$ cat src/rtl/led_pkg.sv
// Shared encodings and helpers for the LED pattern engine.
// Used by led_pattern_engine and its testbench.
package led_pkg;

  localparam logic [1:0] MODE_ROT_L  = 2'd0;
  localparam logic [1:0] MODE_ROT_R  = 2'd1;
  localparam logic [1:0] MODE_BOUNCE = 2'd2;
  localparam logic [1:0] MODE_HOLD   = 2'd3;

  typedef enum logic {
    DIR_LEFT  = 1'b0,
    DIR_RIGHT = 1'b1
  } dir_t;

  // Clock cycles per pattern step, never below one.
  function automatic int calc_tick_div(input int clk_freq,
                                       input int steps_per_sec);
    int d;
    d = (steps_per_sec > 0) ? clk_freq / steps_per_sec : 1;
    return (d < 1) ? 1 : d;
  endfunction

endpackage

$ cat src/rtl/step_prescaler.sv
// Free-running step prescaler: pulses tick every TICK_DIV enabled cycles.
// clr restarts the interval so the next tick is a full period away.
module step_prescaler #(
  parameter int TICK_DIV = 4
) (
  input  logic clk,
  input  logic rst,
  input  logic en,
  input  logic clr,
  output logic tick
);

  localparam int CW = (TICK_DIV > 2) ? $clog2(TICK_DIV) : 1;
  localparam logic [CW-1:0] LAST = CW'(TICK_DIV - 1);

  logic [CW-1:0] cnt;

  assign tick = en && (cnt == LAST);

  // Interval counter; frozen while paused, cleared by reset or load.
  always_ff @(posedge clk) begin
    if (rst || clr) begin
      cnt <= '0;
    end else if (en) begin
      if (cnt == LAST) cnt <= '0;
      else             cnt <= cnt + 1'b1;
    end
  end

endmodule

$ cat src/rtl/led_pattern_engine.sv
// LED bank pattern engine: rotate / bounce / hold at a fixed step rate.
// Define LED_PATTERN_INVERT_EN to drive active-low LED pins.
module led_pattern_engine
  import led_pkg::*;
#(
  parameter int               WIDTH         = 8,
  parameter int               CLK_FREQ      = 25_000_000,
  parameter int               STEPS_PER_SEC = 4,
  parameter logic [WIDTH-1:0] INIT_PATTERN  = WIDTH'(8'b0001_1111)
) (
  input  logic             clk,
  input  logic             rst,
  input  logic             en,
  input  logic [1:0]       mode,
  input  logic             load,
  input  logic [WIDTH-1:0] load_pattern,
  output logic [WIDTH-1:0] leds,
  output logic             step
);

  localparam int TICK_DIV = calc_tick_div(CLK_FREQ, STEPS_PER_SEC);

  logic [WIDTH-1:0] pat;
  logic [WIDTH-1:0] pat_nxt;
  dir_t             dir;
  dir_t             dir_nxt;
  logic             tick;

  step_prescaler #(
    .TICK_DIV (TICK_DIV)
  ) u_pre (
    .clk  (clk),
    .rst  (rst),
    .en   (en),
    .clr  (load),
    .tick (tick)
  );

  // Next pattern and direction for a step tick, chosen by mode.
  always_comb begin
    pat_nxt = pat;
    dir_nxt = dir;
    unique case (mode)
      MODE_ROT_L: pat_nxt = {pat[WIDTH-2:0], pat[WIDTH-1]};
      MODE_ROT_R: pat_nxt = {pat[0], pat[WIDTH-1:1]};
      MODE_BOUNCE: begin
        if (pat == '0 || (pat[WIDTH-1] && pat[0])) begin
          pat_nxt = pat;
        end else if (dir == DIR_LEFT) begin
          if (!pat[WIDTH-1]) begin
            pat_nxt = pat << 1;
          end else begin
            dir_nxt = DIR_RIGHT;
            pat_nxt = pat >> 1;
          end
        end else begin
          if (!pat[0]) begin
            pat_nxt = pat >> 1;
          end else begin
            dir_nxt = DIR_LEFT;
            pat_nxt = pat << 1;
          end
        end
      end
      MODE_HOLD: pat_nxt = pat;
    endcase
  end

  // Pattern, direction and step pulse registers: rst > load > tick.
  always_ff @(posedge clk) begin
    if (rst) begin
      pat  <= INIT_PATTERN;
      dir  <= DIR_LEFT;
      step <= 1'b0;
    end else if (load) begin
      pat  <= load_pattern;
      dir  <= DIR_LEFT;
      step <= 1'b0;
    end else if (tick) begin
      pat  <= pat_nxt;
      dir  <= dir_nxt;
      step <= 1'b1;
    end else begin
      step <= 1'b0;
    end
  end

`ifdef LED_PATTERN_INVERT_EN
  assign leds = ~pat;
`else
  assign leds = pat;
`endif

endmodule
$ cat config.mk
export PLATFORM = sky130hd
export DESIGN_NAME = led_pattern_engine
export DESIGN_NICKNAME = d
export VERILOG_FILES = /design/src/rtl/led_pkg.sv /design/src/rtl/step_prescaler.sv /design/src/rtl/led_pattern_engine.sv
export SDC_FILE = /design/constraint.sdc
export NUM_CORES = 1
export LEC_CHECK = 0
export CORE_MARGIN = 2
export CORE_UTILIZATION = 40
export DETAILED_ROUTE_END_ITERATION = 12
export SKIP_LAST_GASP = 1
export SLEW_MARGIN = 5
export SYNTH_ARGS = -nofsm -noshare
export SYNTH_HDL_FRONTEND = slang
export SYNTH_SLANG_ARGS = --single-unit
$ cat constraint.sdc
create_clock -name clk -period 2.75 [get_ports clk]
set_input_delay 0.55 -clock clk [delete_from_list [all_inputs] [get_ports clk]]
set_output_delay 0.55 -clock clk [all_outputs]
set_load 0.01 [all_outputs]
---- Word level (Yosys, flattened, before mapping) ----
Index checks and enable logic that the tools add are counted.
storage, ports and cells
  register bits ........................... 33
  bits of input ports ..................... 14
  output and inout port bits .............. 9
  logic and storage cells ................. 34
cells by class
  $add $sub $neg .......................... 1
  equality and inequality tests ........... 6
  muxes and demuxes ....................... 12
  bitwise logic cells ..................... 1
  reduce and logical (&&, ||, !) cells .... 10
operator list
  operator                 count
  $mux W8                  6
  $pmux W8 S3              1
  $add A23 B1 Y23 const B  1
  $eq A23 B23 Y1 const B   1
  $mux W23                 1
  $logic_not A8 Y1         1
  $reduce_and A3 Y1        2
  $eq A2 B2 Y1 const B     2
  $mux W1                  4
  $ne A3 B3 Y1 const B     1
  $eq A2 B1 Y1 const B     1
  $logic_and A1 B1 Y1      2
  $logic_not A2 Y1         1
  $logic_or A1 B1 Y1       2
  $ne A2 B2 Y1 const B     1
  $reduce_bool A2 Y1       1
  $reduce_or A2 Y1         1
  $not A1 Y1               1

---- Longest topological paths before layout ----
  depth in word-level cells ............... 6
  gate-level depth with buffers ........... 8
  mapped depth without buffers ............ 7

---- Modules after synthesis ----
From an unflattened synthesis, not the netlist that was laid out.
second synthesis, totals
  cells, all modules ...................... 224
  area, all modules ....................... 1906.8 um2
by module, submodules not included
  module              times used  cells each  area an instance (um2)  sequential area each (um2)
  step_prescaler      1           133         1139.8                  460.4
  led_pattern_engine  1           91          767.0                   200.2

---- Worst setup path before layout ----
Ideal clock, no wire load.
  path kind ............................... input-to-reg
  start ................................... in mode[0]
  end ..................................... reg pat[2], in the netlist leds[2]
  library setup time ...................... 0.120 ns
  data arrival time ....................... 2.007 ns
  data required time ...................... 2.630 ns
  path slack .............................. 0.623 ns
  cell stages on the path ................. 7
  buffers on the path ..................... 1
  path through ............................ inv_1 ha_1 a31oi_1 o31ai_2 o41a_2 buf_6 a211o_1
between the ends
  longest elaborated chain between the ends .. 4
RTL lines
  item                                  RTL line                  text
  start: declaration                    led_pattern_engine.sv:14  input logic [1:0] mode,
  $eq A2 B2 Y1 (tied with other cells)  led_pattern_engine.sv:43  unique case (mode)
  $pmux W8 S3                           led_pattern_engine.sv:43
  $mux W8                               led_pattern_engine.sv:79  end else if (tick) begin
  $mux W8                               led_pattern_engine.sv:75  end else if (load) begin
  end signal: assignment                led_pattern_engine.sv:76  pat <= load_pattern;
  end signal: assignment                led_pattern_engine.sv:80  pat <= pat_nxt;
  end: declaration                      led_pattern_engine.sv:23  logic [WIDTH-1:0] pat;
Several ways; a longest one is shown, not always the timed one. The select of a mux whose other input is x is not followed.
A chain may end at the register's enable or synchronous reset.

---- Worst setup path after layout ----
  start ................................... in mode[0]
  end ..................................... reg pat[3], in the netlist leds[3]
The elaborated chain is that of the path after synthesis.

==> results.sh <==
export IMPL_ys_ff_latch=33
export IMPL_crit_fanout=16
export IMPL_cp_end_kind="flip-flop"
export IMPL_clock_tree_root_cell="clkbuf_8"
export IMPL_cts_tree="yes"
export IMPL_initial_core_util_pct=42.1
export IMPL_finalSetupTns_ps=0
export IMPL_skew_ps=5.28
export IMPL_fp_dieH_um=72.4
export IMPL_worst_path_largest_cell_delay_ps=640
export IMPL_p_sw_w=0.000264
export IMPL_finalHoldViolations=0
export IMPL_cp_cell_sequence="clkdlybuf4s50_1 > inv_1 > ha_1 > a31oi_1 > o31ai_2 > o41a_2 > a221oi_1 > a211o_1"
export IMPL_power_frac_seq_pct=50.3
export IMPL_drt_first_iter_violations=100
export IMPL_intPower_w=0.000737
export IMPL_drt_pass1_iterations=4
export IMPL_synth_nets=251
export IMPL_pwr_share_comb_pct=14.5
export IMPL_startpoint="mode[0]"
export IMPL_cp_start_kind="input pin"
export IMPL_vdd_drop_max_mv=0.287
export IMPL_wire_per_inst_um=13.8
export IMPL_critPathCapture="leds[3]"
export IMPL_cap_violations=0
export IMPL_path_clk_slew_ps=70
export IMPL_postCtsSetupBuffers=0
export IMPL_max_freq_mhz=412
export IMPL_syn_to_final_growth_pct=18.5
export IMPL_critPathRequiredTime_ps=2980
export IMPL_placed_area_um2=2130
export IMPL_dp_final_hpwl_um=3000
export IMPL_fin_ws_ps=323
export IMPL_drive_gt1_share_pct=8.59
export IMPL_core_area_um2=4440
export IMPL_yosysWarnings=0
export IMPL_dieWidth_um=72.4
export IMPL_ant_nets=0
export IMPL_portBuffers=22
export IMPL_swShare_pct=26.4
export IMPL_timing_rr_start="leds[4]"
export IMPL_p_total_w=0.00100
export IMPL_reg2reg_slack_ps=710
export IMPL_synth_top_flop_cell="dfxtp_1"
export IMPL_place_congestion=0.865
export IMPL_cts_sinks=33
export IMPL_rr_worst_depth=5
export IMPL_period_share_pct=88.3
export IMPL_grt_start_max_net_pins=24
export IMPL_cts_buffers=5
export IMPL_syn_area_per_cell_um2=8.03
export IMPL_rows=24
export IMPL_min_period_ps=2430
export IMPL_post_cts_resized=0
export IMPL_ys_seq_area_share_pct=35.3
export IMPL_grt_pass1_wl_um=7390
export IMPL_p_per_area_nw_per_um2=451
export IMPL_setup_worst_path_class="input pin to flip-flop"
export IMPL_slowest_stage="o41a_2"
export IMPL_overflow=0
export IMPL_avgViaCountPerCell=5.40
export IMPL_wl_um=4250
export IMPL_relSlewSlack_pct=55.5
export IMPL_n_antenna_cell=0
export IMPL_synth_most_common_cell="nor2_1"
export IMPL_grt_total_usage_pct=18.0
export IMPL_via_count=1664
export IMPL_fin_cells=308
export IMPL_insertion_delay_ps=280
export IMPL_synth_edf_count=0
export IMPL_htree_num_levels=2
export IMPL_hold_class="flip-flop to flip-flop"
export IMPL_post_place_ws_ps=49.9
export IMPL_async_flop_share_pct=0
export IMPL_dp_cells=300
export IMPL_slew_violations=0
export IMPL_grt_pass1_vias=1524
export IMPL_status="complete, no violations"
export IMPL_netlist_area_leader_share_pct=35.3
export IMPL_p_leak_nw=0.784
export IMPL_r2r_end="leds[3]"
export IMPL_yosysTopAreaCell="dfxtp_1"
export IMPL_cts_buffer_depth=2
export IMPL_synth_commonest_cells="nor2_1, dfxtp_1, nand2_1"
export IMPL_drc=0
export IMPL_synthCells=233
export IMPL_hold_buffers=0
export IMPL_dieArea_um2=5240
export IMPL_fin_area_um2=2220
export IMPL_worst_pin_slew_ps=663
export IMPL_grt_setup_unrepaired="no"
export IMPL_synth_distinct_cells=43
export IMPL_crit_arrival_ps=2660
export IMPL_antenna_found_initial=0
export IMPL_netlist_area_um2=1870
export IMPL_io_pins=23
export IMPL_p_clk_share_pct=35.1
export IMPL_fin_nets=273
export IMPL_synth_area_top_cells="dfxtp_1, nor2_1, xor2_1"
export IMPL_setup_violations=0
export IMPL_n_fill_cell=453
## worst max-delay path: cells and delay by family
kind | cells | cell delay (ps)
compound gates | 5 | 1390
fa+ha+maj | 1 | 210
buf+inv | 2 | 510
## registers in the layout, summed over array words and instances, names as in the netlist
name       flops
leds           8
u_pre.cnt     23
step           1
dir            1
## per-stage QoR
stage	hold WS, ps	util, %
2_1_floorplan	471	-
3_3_place_gp	493	48.0
3_5_place_dp	504	48.0
4_1_cts	519	49.9
5_1_grt	544	49.9
6_report	516	49.9
## cells by family after synthesis
family | synth area share, %
muxes | 2.21
DFF | 35.3
adders and majority gates | 2.68
buffers and inverters | 6.35
AOI/OAI and AO/OA | 14.2
and+or+nand+nor | 29.0
xor gates and xnor gates | 10.3
## cell type report
| cell class | instances | area, µm² | share of cell area, % |
|---|---|---|---|
| timing repair buffer | 30 | 280 | 12.6 |
| clock inverter | 2 | 10.0 | 0.451 |
| sequential | 33 | 661 | 29.8 |
| clock buffer | 6 | 72.6 | 3.27 |
| multi-input combinational | 175 | 1090 | 49.2 |
| tap | 52 | 65.1 | 2.93 |
| inverter | 10 | 37.5 | 1.69 |
## power by group through the flow
| stage | logic (W) | registers [W] | clock network (W) |
|---|---|---|---|
| 3_3_place_gp | 0.000144 | 0.000515 | 0 |
| 6_report | 0.000145 | 0.000504 | 0.000352 |
| 3_5_place_dp | 0.000145 | 0.000514 | 0 |
| 4_1_cts | 0.000145 | 0.000503 | 0.000366 |
| 5_1_grt | 0.000161 | 0.000506 | 0.000382 |
| 2_1_floorplan | 0.0000829 | 0.000514 | 0 |
## metal layers
layer	global-route usage, %	wire (µm)	vias up
li1	-	-	859
met2	25.3	1750	33
met5	0	0	-
met3	5.00	189	4
met1	26.4	2260	768
met4	6.38	40	0
## how the worst min path moves through the flow
stage	start	to	slack, ps	cells past startpoint
floorplan	u_pre.cnt[22]	u_pre.cnt[22]	470	2
global placement	u_pre.cnt[22]	u_pre.cnt[22]	490	2
detailed placement	u_pre.cnt[22]	u_pre.cnt[22]	500	2
CTS	u_pre.cnt[22]	u_pre.cnt[22]	520	2
global route	u_pre.cnt[19]	u_pre.cnt[19]	540	2
finish	u_pre.cnt[19]	u_pre.cnt[19]	520	2
## cells in the final DEF, fill, tap and decap left out, types with 2 or more instances in the layout
| master | netlist | routed |
|---|---|---|
| and2_1 | 2 | 2 |
| o41ai_1 | 2 | 2 |
| a211o_1 | 3 | 3 |
| o21ai_0 | 2 | 2 |
| or2_2 | 2 | 2 |
| a31oi_1 | 5 | 5 |
| nand2b_1 | 3 | 3 |
| xor2_1 | 15 | 15 |
| clkdlybuf4s50_1 | 0 | 22 |
| nand3b_1 | 4 | 4 |
| nor4_1 | 3 | 3 |
| xnor2_1 | 7 | 7 |
| dfxtp_1 | 33 | 33 |
| mux2i_1 | 3 | 3 |
| a21oi_1 | 9 | 9 |
| nand3_1 | 8 | 8 |
| inv_1 | 10 | 10 |
| and4_1 | 2 | 2 |
| nor3_1 | 4 | 4 |
| and3_1 | 4 | 4 |
| clkinv_2 | 0 | 2 |
| nand4_1 | 10 | 10 |
| a211oi_1 | 5 | 5 |
| nand2_1 | 22 | 22 |
| or4_1 | 2 | 2 |
| a221oi_1 | 3 | 3 |
| clkbuf_8 | 0 | 5 |
| o211ai_1 | 3 | 3 |
| buf_4 | 1 | 8 |
| nor2_1 | 36 | 36 |
| ha_1 | 4 | 4 |
(Power assumes the default switching activity.)
